===== config.mk =====
export PLATFORM = sky130hd
export DESIGN_NAME = cim_result_reader
export DESIGN_NICKNAME = d
export VERILOG_FILES = /design/src/rtl/cim_result_reader.sv
export SDC_FILE = /design/constraint.sdc
export NUM_CORES = 1
export LEC_CHECK = 0
export CAP_MARGIN = 20
export CELL_PAD_IN_SITES_DETAIL_PLACEMENT = 1
export CELL_PAD_IN_SITES_GLOBAL_PLACEMENT = 2
export CORE_UTILIZATION = 36
export CTS_CLUSTER_DIAMETER = 150
export DETAILED_ROUTE_END_ITERATION = 12
export DONT_BUFFER_PORTS = 1
export PLACE_DENSITY_LB_ADDON = 0.1
export SETUP_SLACK_MARGIN = 0.4
export SLEW_MARGIN = 20
export SYNTH_ARGS = -nofsm -noshare
export SYNTH_HDL_FRONTEND = slang
export SYNTH_SLANG_ARGS = --single-unit

===== constraint.sdc =====
create_clock -name clk -period 4.8 [get_ports clk]
set_clock_uncertainty 0.05 [all_clocks]
set_input_delay 0.96 -clock clk [delete_from_list [all_inputs] [get_ports clk]]
set_output_delay 0.96 -clock clk [all_outputs]
set_load 0.1 [all_outputs]

===== src/rtl/cim_result_reader.sv =====
// Read-side result streamer for the 8-MAC compute-in-SRAM array: snapshots the
// adder-tree sum or one MAC product and emits it LSB-first over a byte channel.
module cim_result_reader #(
  parameter int SUM_W  = 19,
  parameter int PROD_W = 16,
  parameter int N_MAC  = 8
) (
  input  logic                    clk,
  input  logic                    rst,
  input  logic                    req_valid,
  output logic                    req_ready,
  input  logic [3:0]              req_sel,
  input  logic [SUM_W-1:0]        sum_in,
  input  logic [N_MAC*PROD_W-1:0] prod_in,
  output logic [7:0]              out_data,
  output logic                    out_valid,
  input  logic                    out_ready,
  output logic                    out_last,
  output logic                    busy,
  output logic                    err
);

  localparam int SR_W  = 24;
  localparam int IDX_W = $clog2(N_MAC);

  typedef enum logic {IDLE, SEND} state_e;

  state_e            state_q, state_d;
  logic [SR_W-1:0]   shreg_q, shreg_d;
  logic [1:0]        cnt_q, cnt_d;
  logic              err_q, err_d;

  logic [N_MAC-1:0][PROD_W-1:0] prod_a;
  logic [IDX_W-1:0]             mac_idx;
  logic                         sel_sum, sel_ok;

  assign prod_a  = prod_in;
  assign mac_idx = req_sel[IDX_W-1:0];
  assign sel_sum = (req_sel == 4'(N_MAC));
  assign sel_ok  = (req_sel <= 4'(N_MAC));

  always_comb begin
    state_d = state_q;
    shreg_d = shreg_q;
    cnt_d   = cnt_q;
    err_d   = 1'b0;
    case (state_q)
      IDLE: begin
        if (req_valid) begin
          if (sel_ok) begin
            shreg_d = sel_sum ? SR_W'(sum_in) : SR_W'(prod_a[mac_idx]);
            cnt_d   = sel_sum ? 2'd3 : 2'd2;
            state_d = SEND;
          end else begin
            err_d = 1'b1;
          end
        end
      end
      SEND: begin
        // out_valid is constant-high in SEND, so out_ready alone is the handshake
        if (out_ready) begin
          shreg_d = shreg_q >> 8;
          cnt_d   = cnt_q - 2'd1;
          if (cnt_q == 2'd1) state_d = IDLE;
        end
      end
      default: state_d = IDLE;
    endcase
  end

  always_ff @(posedge clk) begin
    if (rst) begin
      state_q <= IDLE;
      shreg_q <= '0;
      cnt_q   <= '0;
      err_q   <= 1'b0;
    end else begin
      state_q <= state_d;
      shreg_q <= shreg_d;
      cnt_q   <= cnt_d;
      err_q   <= err_d;
    end
  end

  assign out_valid = (state_q == SEND);
  assign out_data  = out_valid ? shreg_q[7:0] : 8'h00;
  assign out_last  = out_valid && (cnt_q == 2'd1);
  assign busy      = out_valid;
  assign req_ready = (state_q == IDLE) && !rst;
  assign err       = err_q;

endmodule


==> metrics.yaml <==
status:
  status: "completed"
sta:
  fmax_mhz: 292.6
  min_period_over_period: 0.7119
  setup_tns_ps: 0
  finalCriticalPeriod_ps: 3417
  setup_viol: 0
  holdWs_ps: 406.3
  tightest_slew_ps: 1094
  grt_setup_unrepaired: "false"
  slew_headroom: 0.2697
  drv_slew: 0
  finalHoldViolCount: 0
clocking:
  clockBufferDepth: 2
  path_clk_slew_ps: 90
  numClockSinks: 23
  cts-root-buf: "clkbuf_8"
  cts_resized: 0
  post-cts-setup-buffers: 0
  cts_buffers: 3
  cts_tree: "built"
  clock_latency_ps: 270
  htreeDepth: 1
  cts_hold_buf: 0
worst_setup_path:
  cp-start-kind: "register"
  crit_type: "register to output port"
  crit_chain: "buf_4 > and2_1"
  slowest_stage: "dfxtp_2"
  crit_path_max_fanout: 17
  cpPeakStageDelay_ps: 840
  worst-path-buf-inv: 1
  critPathLaunch: "busy"
  cp-end-kind: "output port"
  cp_top_family: "flip-flops"
  cp.required_ps: 3790
  r2r-start: "busy"
  cp.arrival_ps: 2410
logic_synthesis:
  syn_area_um2: 2148
  avgSynthCellArea_um2: 10.09
  synth_xor_area_frac: 0.004077
  ys.flop_type: "dfxtp_1"
  synth_top_family_by_area: "multiplexers"
  synthArstFlopShare: 0
  synth_edf_count: 0
  yosys.area_share.simple: 0.1520
  muxShareOfSynthArea: 0.3611
  syn_inst: 213
  synth_fp_nets: 369
  synth_adder_area_share: 0.005824
  ys_ff_latch: 23
  yosys_warnings: 0
  synth_seq_area_share: 0.2143
  synth_cell_types: 45
  synth-compound-area-share: 0.1986
detailed_routing:
  ant_nets: 0
  wirelength_um: 7136
  num_vias: 1810
  avgRoutedWirePerCell_um: 26.53
  dr.pass1.iters: 4
  via_per_inst: 6.729
  drt_iter0_markers: 73
  drc_errors: 0
pwr:
  seqPwrFrac: 0.446
  peakVddDrop_v: 0.0001053
  switching_share: 0.3252
  p_per_area_nw_per_um2: 228.2
  p_clk_frac: 0.252
  intPower_mw: 0.3353
  comb_power_share: 0.301
  leakage_nw: 0.7165
  p_switching_mw: 0.1616
hold_path:
  hold_class: "register to register"
  min-delay-start: "shreg_q[18]"
cells_and_area:
  drive_above_1_share: 0.2234
  n_antenna_cell: 0
  post-route-cell-area_um2: 2177
  nets: 354
  final_cells: 269
  areaGrowthSynthToFinish_pct: 1.340
  nFillCells: 637
floorplan:
  row_count: 27
  initial_core_util: 0.3808
  die_x_um: 79.25
  die_area_um2: 6281
  die_height_um: 79.25
  coreArea_um2: 5642
  pin_count: 168
placed_design:
  hpwl_um: 5804
  dp.cells: 265
  place_congestion: 0.7532
  place_area_um2: 2131
  port_buffers: 0
run:
  maxCapViolations: 0
grt:
  overflow: 0
  grt_pass1_wl_um: 10800
  grt_max_degree: 40
  grt_pass1_vias: 1900
  antenna_found_initial: 0
  track_usage: 0.2281
==> flip-flops by register name, indices dropped and copies added (netlist names) <==
name / cells
busy: 1
cnt_q: 2
err: 1
shreg_q: 19
==> metrics by stage <==
stage / worst slack [ps] / utilization / total power [mW]
after floorplan: 1433 / - / 0.3715
after global placement: 1694 / 0.3777 / 0.3720
after detailed placement: 1668 / 0.3777 / 0.3768
after CTS: 1367 / 0.3859 / 0.4996
after global routing: 1315 / 0.3859 / 0.5191
final: 1383 / 0.3859 / 0.4969
==> cell usage after synthesis, drive strengths merged, types with 2 or more instances <==
cell type  instances  area (um^2)
a221o              3        30.03
mux4              30        675.7
a32oi              2        17.52
or2                4        25.02
o22ai              3        18.77
nand3              4        20.02
a21oi             19        95.09
a22oi              7        52.55
buf               14        96.34
a211o              5        43.79
o41ai              2        17.52
clkbuf             8        30.03
mux2i             10        100.1
a211oi             3        22.52
inv                2        7.510
nand2             19        71.32
nor2b              2        12.51
nor2              15        58.81
dfxtp             23        460.4
nor3b              2        15.01
and2              13        81.33
o2111ai            2        17.52
o221ai             2        17.52
==> layer usage <==
layer	track usage	part of all wire	up-vias	routed length, um
li1	-	-	813	-
met1	0.3106	0.41	887	2945
met2	0.3793	0.51	103	3632
met3	0.02874	0.067	7	477
met4	0.06364	0.011	0	80
met5	0	0	-	0
==> cells in the final DEF, fill, tap and decap left out, drive strengths merged, types with 4 or more instances in the layout <==
cell	synthesis	layout
a211o	5	5
a21oi	19	19
a22oi	7	7
and2	13	13
dfxtp	23	23
mux2i	10	10
mux4	30	30
nand2	19	19
nand3	4	4
nor2	15	15
or2	4	4
==> power by group through the flow <==
stage                     Clock (mW)  Combinational (mW)  Sequential [mW]
after floorplan                    0               0.151            0.221
after global placement             0               0.146            0.226
after detailed placement           0               0.150            0.226
after CTS                      0.127               0.151            0.222
after global routing           0.134               0.161            0.224
final                          0.125               0.150            0.222
==> cell families (layout without fill, tap and decap cells) <==
family | Yosys count | count (layout)
simple gates | 65 | 65
compound gates | 58 | 58
mux | 40 | 40
buf+inv | 25 | 9
flops | 23 | 23
fa+ha+maj | 1 | 1
xor+xnor | 1 | 1
==> final timing paths <==
kind                       to  slack, ps  depth (start not counted)
setup / recovery  out_data[6]       1380                          2
hold / removal    shreg_q[18]        410                          2
setup reg to reg   shreg_q[5]       2430                          5
hold reg to reg   shreg_q[18]        410                          2
==> layout make-up <==
| class | count | area [um^2] | share of cell area |
|---|---|---|---|
| inverter | 3 | 11.26 | 0.005172 |
| sequential | 23 | 461.7 | 0.2121 |
| clock buffer | 3 | 41.29 | 0.01897 |
| clock inverter | 1 | 5.005 | 0.002299 |
| tap | 72 | 90.09 | 0.04138 |
| multi-input combinational | 165 | 1553 | 0.7132 |
| timing repair buffer | 2 | 15.01 | 0.006897 |
==> worst reg2reg max path: stages, from the launching register on <==
cell and delay (ps):
dfxtp_2 570, nor2_2 960, buf_4 280, and3_1 190, a32oi_1 100, a21oi_1 160
Note: power is estimated with default switching activity, not from simulation.
